`config.mk`:
```
export PLATFORM = sky130hd
export DESIGN_NAME = clock_enable_gen
export DESIGN_NICKNAME = d
export VERILOG_FILES = /design/src/rtl/clock_enable_pkg.sv /design/src/rtl/clock_enable_channel.sv /design/src/rtl/clock_enable_gen.sv
export SDC_FILE = /design/constraint.sdc
export NUM_CORES = 1
export LEC_CHECK = 0
export BUFFER_PORTS_ARGS = -buffer_cell sky130_fd_sc_hd__buf_2
export CAP_MARGIN = 20
export CORE_MARGIN = 2
export CORE_UTILIZATION = 40
export DETAILED_ROUTE_END_ITERATION = 7
export GPL_ROUTABILITY_DRIVEN = 0
export SYNTH_ARGS = -nofsm -noshare
export SYNTH_HDL_FRONTEND = slang
export SYNTH_SLANG_ARGS = --single-unit
```
`constraint.sdc`:
```
create_clock -name i_clk -period 9.3 [get_ports i_clk]
set_clock_uncertainty 0.05 [all_clocks]
set_input_delay 0.93 -clock i_clk [delete_from_list [all_inputs] [get_ports i_clk]]
set_output_delay 0.93 -clock i_clk [all_outputs]
set_load 0.02 [all_outputs]
```
`src/rtl/clock_enable_pkg.sv`:
```
// Shared constants and helpers for the multi-channel clock-enable generator.
// Channel i defaults to divide-by-2^(i+1) so consumers see fixed rates out of reset.
package clock_enable_pkg;

   localparam int DIV_OFF = 0;

   // Which branch a channel takes on the coming edge, in priority order.
   typedef enum logic [1:0] {
      MODE_SYNC,
      MODE_OFF,
      MODE_RUN,
      MODE_HOLD
   } ch_mode_e;

   function automatic int sel_width(input int n);
      return (n > 1) ? $clog2(n) : 1;
   endfunction

   function automatic int default_div(input int ch);
      return 1 << (ch + 1);
   endfunction

endpackage

```
`src/rtl/clock_enable_channel.sv`:
```
// One divider channel: phase counter, shadow divisor, boundary-aligned apply, output flops.
// A new divisor only takes effect on a terminal count, a sync, or while the channel is off.
module clock_enable_channel
   import clock_enable_pkg::*;
#(
   parameter int               DIV_W   = 8,
   parameter logic [DIV_W-1:0] RST_DIV = DIV_W'(2)
) (
   input  logic             i_clk,
   input  logic             i_rst,
   input  logic             i_en,
   input  logic             i_sync,
   input  logic             i_wr,
   input  logic [DIV_W-1:0] i_wr_val,
   output logic             o_stb,
   output logic             o_clk_div,
   output logic             o_pend
);

   localparam logic [DIV_W-1:0] ONE = DIV_W'(1);
   localparam logic [DIV_W-1:0] OFF = DIV_W'(DIV_OFF);

   logic [DIV_W-1:0] r_p;
   logic [DIV_W-1:0] r_d;
   logic [DIV_W-1:0] r_dp;
   logic             r_pend;
   logic             r_stb;
   logic             r_clk_div;

   logic [DIV_W-1:0] w_dp_eff;
   logic             w_pend_eff;
   logic             w_tc;
   logic [DIV_W-1:0] w_p_inc;
   ch_mode_e         w_mode;

   logic [DIV_W-1:0] w_p_nxt;
   logic [DIV_W-1:0] w_d_nxt;
   logic             w_pend_nxt;
   logic             w_stb_nxt;
   logic             w_clk_nxt;

   // A same-edge write is folded in here so it beats the older shadow value.
   assign w_dp_eff   = i_wr ? i_wr_val : r_dp;
   assign w_pend_eff = i_wr | r_pend;
   assign w_tc       = (r_p == (r_d - ONE));
   assign w_p_inc    = w_tc ? '0 : (r_p + ONE);

   always_comb begin
      w_mode = MODE_HOLD;
      if (i_sync) begin
         w_mode = MODE_SYNC;
      end else if (r_d == OFF) begin
         w_mode = MODE_OFF;
      end else if (i_en) begin
         w_mode = MODE_RUN;
      end
   end

   always_comb begin
      w_p_nxt    = r_p;
      w_d_nxt    = r_d;
      w_pend_nxt = w_pend_eff;
      w_stb_nxt  = 1'b0;
      w_clk_nxt  = r_clk_div;
      unique case (w_mode)
         MODE_SYNC: begin
            w_d_nxt    = w_pend_eff ? w_dp_eff : r_d;
            w_p_nxt    = '0;
            w_clk_nxt  = (w_d_nxt == ONE);
            w_pend_nxt = 1'b0;
         end
         MODE_OFF: begin
            // An off channel has no boundary to wait for, so apply a parked divisor at once.
            w_p_nxt   = '0;
            w_clk_nxt = 1'b0;
            if (r_pend) begin
               w_d_nxt    = w_dp_eff;
               w_pend_nxt = 1'b0;
            end
         end
         MODE_RUN: begin
            w_p_nxt   = w_p_inc;
            w_stb_nxt = w_tc;
            w_clk_nxt = (w_p_inc >= (r_d >> 1));
            if (w_tc && w_pend_eff) begin
               w_d_nxt    = w_dp_eff;
               w_pend_nxt = 1'b0;
            end
         end
         MODE_HOLD: begin
            w_stb_nxt = 1'b0;
         end
         default: begin
            w_stb_nxt = 1'b0;
         end
      endcase
   end

   always_ff @(posedge i_clk or posedge i_rst) begin
      if (i_rst) begin
         r_p       <= '0;
         r_d       <= RST_DIV;
         r_dp      <= RST_DIV;
         r_pend    <= 1'b0;
         r_stb     <= 1'b0;
         r_clk_div <= 1'b0;
      end else begin
         r_p       <= w_p_nxt;
         r_d       <= w_d_nxt;
         r_dp      <= w_dp_eff;
         r_pend    <= w_pend_nxt;
         r_stb     <= w_stb_nxt;
         r_clk_div <= w_clk_nxt;
      end
   end

   assign o_stb     = r_stb;
   assign o_clk_div = r_clk_div;
   assign o_pend    = r_pend;

endmodule

```
`src/rtl/clock_enable_gen.sv`:
```
// Multi-channel programmable clock-enable generator for the FFT datapath.
// Decodes the divisor write port into per-channel strobes and replicates the channel.
module clock_enable_gen
   import clock_enable_pkg::*;
#(
   parameter int NUM_CH = 4,
   parameter int DIV_W  = 8,
   parameter int SEL_W  = sel_width(NUM_CH)
) (
   input  logic              i_clk,
   input  logic              i_rst,
   input  logic              i_en,
   input  logic              i_sync,
   input  logic              i_div_wr,
   input  logic [SEL_W-1:0]  i_div_sel,
   input  logic [DIV_W-1:0]  i_div_val,
   output logic [NUM_CH-1:0] o_stb,
   output logic [NUM_CH-1:0] o_clk_div,
   output logic [NUM_CH-1:0] o_pend
);

   if ((NUM_CH < 1) || (NUM_CH > 16)) begin : g_bad_num_ch
      $error("clock_enable_gen: NUM_CH must be in 1..16");
   end
   if (DIV_W < (NUM_CH + 1)) begin : g_bad_div_w
      $error("clock_enable_gen: DIV_W too narrow for the default divisors");
   end

   // i_div_wr is a single-cycle strobe with no back-pressure: it is always accepted,
   // and a select that matches no channel simply addresses nothing.
   logic [NUM_CH-1:0] w_wr;

   for (genvar gi = 0; gi < NUM_CH; gi++) begin : g_ch
      localparam logic [DIV_W-1:0] L_RST_DIV = DIV_W'(default_div(gi));

      assign w_wr[gi] = i_div_wr && (i_div_sel == SEL_W'(gi));

      clock_enable_channel #(
         .DIV_W   (DIV_W),
         .RST_DIV (L_RST_DIV)
      ) u_ch (
         .i_clk     (i_clk),
         .i_rst     (i_rst),
         .i_en      (i_en),
         .i_sync    (i_sync),
         .i_wr      (w_wr[gi]),
         .i_wr_val  (i_div_val),
         .o_stb     (o_stb[gi]),
         .o_clk_div (o_clk_div[gi]),
         .o_pend    (o_pend[gi])
      );
   end

endmodule

```
==> results.json <==
{
  "run_status": "finished with violations",
  "failed_checks": "design-rule violations",
  "insertion_delay_ns": 0.36,
  "multi_input_area_um2": 4230,
  "async_flop_share_pct": 100,
  "syn_inst": 828,
  "io_buffer_count": 26,
  "ys.warnings.count": 0,
  "layout-drive-gt1-share_pct": 14.4,
  "setup_violations": 0,
  "seq_area_um2": 2710,
  "cpMostUsedCell": "a21oi_1",
  "area_growth_pct": 7.32,
  "cts_setup_buffers": 0,
  "r2r-end": "g_ch[2].u_ch.o_clk_div$_DFFE_PP0P_",
  "routedWlPerCell_um": 15.7,
  "drt_first_pass_iters": 7,
  "cts_hold_buf": 0,
  "ir_worst_vdd_v": 0.000122,
  "fin_area_um2": 7960,
  "worst_slew_pin_slew_ns": 0.960,
  "maxSlewViolCount": 0,
  "clock-root-buffer": "clkbuf_16",
  "cts_buffer_depth": 2,
  "path_clk_slew_ns": 0.07,
  "crit_type": "register to register",
  "core_um2": 18100,
  "synth_edf_count": 0,
  "critical-path-max-stage-delay_ns": 0.84,
  "fp.dieW_um": 140,
  "p_leak_uw": 0.00375,
  "antenna_found_initial": 0,
  "layoutNonFillerInstCount": 1054,
  "num_vias": 5767,
  "hold_viol": 0,
  "timing.slew.headroom_pct": 35.4,
  "fin_tns_setup_ns": 0,
  "yosysSeqAreaShare_pct": 36.6,
  "nets": 887,
  "timing.hold.ws_ns": 0.431,
  "synth_nets": 895,
  "die-area_um2": 19600,
  "rsz0062_at_grt": "no",
  "grt.overflow.total": 0,
  "worstHoldEndpoint": "g_ch[0].u_ch.r_dp[1]$_DFF_PP1_",
  "crit_chain": "nor4_1 -> a211oi_1 -> a211o_1 -> a22oi_1 -> nor2_1 -> or2_2 -> ha_1 -> nand2b_1 -> a21o_1 -> a21oi_1 -> nor2b_1 -> o2111ai_1 -> a21oi_1 -> a2111o_1",
  "ios": 27,
  "cp_slowest_cell": "nor4_1",
  "r2r_slack_ns": 5.11,
  "htreeDepth": 3,
  "hold_path_class": "register to register",
  "grtUsageTotal_pct": 17.6,
  "maxCapViolCount": 0,
  "crit_arrival_ns": 4.38,
  "hold_path_startpoint": "g_ch[0].u_ch.r_dp[1]$_DFF_PP1_",
  "cts_buffers": 9,
  "vias_per_cell": 5.47,
  "worstPathRequired_ns": 9.49,
  "fp.dieH_um": 140,
  "p_per_area_nw_per_um2": 219,
  "yosysTopAreaCellShare_pct": 33.7,
  "fin_crit_sh_pct": 45.1,
  "timing.fmax_mhz": 239,
  "first_global_vias": 5512,
  "fill_cells": 1769,
  "drtAntennaViolNets": 0,
  "place_area_um2": 7620,
  "clkSinkCount": 108,
  "crit_path_max_fanout": 12,
  "synth_top_area_cell": "dfrtp_1",
  "grt_pass1_wl_um": 28200,
  "antenna_cells": 0,
  "synth_area_um2": 7420,
  "dp.final_hpwl_um": 12000,
  "hold-path-cell-count": 2,
  "cts_tree": "built",
  "initial_core_util_pct": 41.0,
  "grt_start_max_net_pins": 56,
  "timing.rr.start": "g_ch[2].u_ch.r_d[2]$_DFFE_PP0P_",
  "routed_wl_um": 16500,
  "cts.repair.resized": 0,
  "drt_iter0_markers": 418,
  "synth_flop_cell": "dfrtp_1",
  "rows": 49,
  "period_needed_ns": 4.19,
  "drc": 1,
  "synth.distinct_cells": 66,
  "avgSynthCellArea_um2": 8.96,
  "post-place-cells": 1038,
  "r2r_cells": 14,
  "setup.worst_path.end_class": "register",
  "synth.area.top_cells": "dfrtp_1 (34%), ha_1 (8.8%), mux2_2 (6.1%)",
  "start_kind": "register",
  "synth-seq-cells": 108
}
[critical path: cells and delay by family, from the launching register on]
family | cells | cell delay, ns
AND/OR/NAND/NOR | 5 | 1.62
flip-flops | 1 | 0.44
AO/OA/AOI/OAI | 8 | 1.70
adder cells (fa/ha/maj) | 1 | 0.26
[cell type report]
type	instances	area share [%]
Clock inverter	5	1.05
Multi-Input combinational cell	610	53.2
Tap cell	229	3.60
Sequential cell	108	34.1
Clock buffer	11	3.18
Inverter	61	2.91
Timing Repair Buffer	30	2.01
[where the power goes]
group | switching, uW | internal, uW | total [uW] | leakage [uW]
sequential | 122 | 572 | 695 | 0.00136
clock | 188 | 252 | 439 | 0.000158
combinational | 320 | 292 | 612 | 0.00223
total | 630 | 1120 | 1750 | 0.00375
[metal layers]
layer / GRT usage, % / routed length [um] / vias to the layer above
met3: 2.02 / 476 / 16
met1: 26.5 / 8560 / 2753
met4: 4.89 / 227 / 0
met2: 26.6 / 7230 / 95
met5: 0 / 0 / -
li1: - / - / 2903
[cell usage after synthesis, drive strengths merged, types with 4 or more instances]
cell type / n
dfrtp: 100
nand2: 92
inv: 61
ha: 52
nor2: 52
a21oi: 44
mux2: 40
xnor2: 36
o21ai: 31
clkbuf: 28
nand3: 27
a21o: 22
buf: 21
nor3: 16
xor2: 16
or3: 15
nand2b: 14
nor4: 12
or2: 11
and3: 9
a2bb2oi: 8
dfstp: 8
nand4: 8
a31oi: 7
nor2b: 7
o21bai: 7
a21boi: 5
o2111ai: 5
o22ai: 5
o2bb2ai: 5
a22oi: 4
[flip-flops by register name, summed over array words and instances, names as in the netlist]
signal               cells
g_ch.u_ch.r_dp          32
g_ch.u_ch.o_clk_div      4
g_ch.u_ch.o_pend         4
g_ch.u_ch.r_d           32
g_ch.u_ch.o_stb          4
g_ch.u_ch.r_p           32
[worst max path at each step]
stage / slack (ns) / endpoint / cells past startpoint / startpoint
2_1_floorplan: 5.49 / g_ch[0].u_ch.o_clk_div$_DFFE_PP0P_ / 1 / i_rst
3_3_place_gp: 5.25 / g_ch[2].u_ch.o_clk_div$_DFFE_PP0P_ / 14 / g_ch[2].u_ch.r_d[2]$_DFFE_PP0P_
3_5_place_dp: 5.18 / g_ch[2].u_ch.o_clk_div$_DFFE_PP0P_ / 14 / g_ch[2].u_ch.r_d[2]$_DFFE_PP0P_
4_1_cts: 5.15 / g_ch[2].u_ch.o_clk_div$_DFFE_PP0P_ / 14 / g_ch[2].u_ch.r_d[2]$_DFFE_PP0P_
5_1_grt: 4.89 / g_ch[2].u_ch.o_clk_div$_DFFE_PP0P_ / 14 / g_ch[2].u_ch.r_d[2]$_DFFE_PP0P_
6_report: 5.11 / g_ch[2].u_ch.o_clk_div$_DFFE_PP0P_ / 14 / g_ch[2].u_ch.r_d[2]$_DFFE_PP0P_
[cells by family (layout without fill, tap and decap cells)]
group                      Yosys count  count (layout)  synth area share, %
muxes                               41              41                 6.21
adders and majority gates           52              52                 8.77
DFF                                108             108                 36.6
buffers and inverters              110             107                 6.36
and+or+nand+nor                    286             286                 19.3
xor gates and xnor gates            52              52                 6.14
AOI/OAI and AO/OA                  179             179                 16.6
[through the flow]
| stage | setup WS, ns | power [uW] | util, % |
|---|---|---|---|
| floorplan | 5.49 | 1180 | - |
| global placement | 5.25 | 1300 | 42.2 |
| detailed placement | 5.18 | 1310 | 42.2 |
| CTS | 5.15 | 1760 | 44.0 |
| global route | 4.89 | 1880 | 44.0 |
| finish | 5.11 | 1750 | 44.0 |
[cells in the final DEF (no fill, tap or decap), types with 4 or more instances in the layout]
master	instances
nor3_1	16
nor2b_1	7
nand4_1	8
nand3_1	27
o2bb2ai_1	5
dfstp_2	8
dfrtp_1	100
o21bai_1	7
nand2_1	92
a21oi_1	43
or2_2	11
mux2_2	40
nor2_1	52
nand2b_1	14
xor2_1	16
buf_2	26
xnor2_1	36
a21boi_0	5
ha_1	52
clkbuf_16	9
o21ai_0	29
and3_1	9
buf_4	4
or3_1	15
o2111ai_1	5
a22oi_1	4
a21o_1	22
inv_1	60
a31oi_1	7
a2bb2oi_1	8
o22ai_1	5
nor4_1	11
Note: power is estimated with default switching activity, not from simulation.
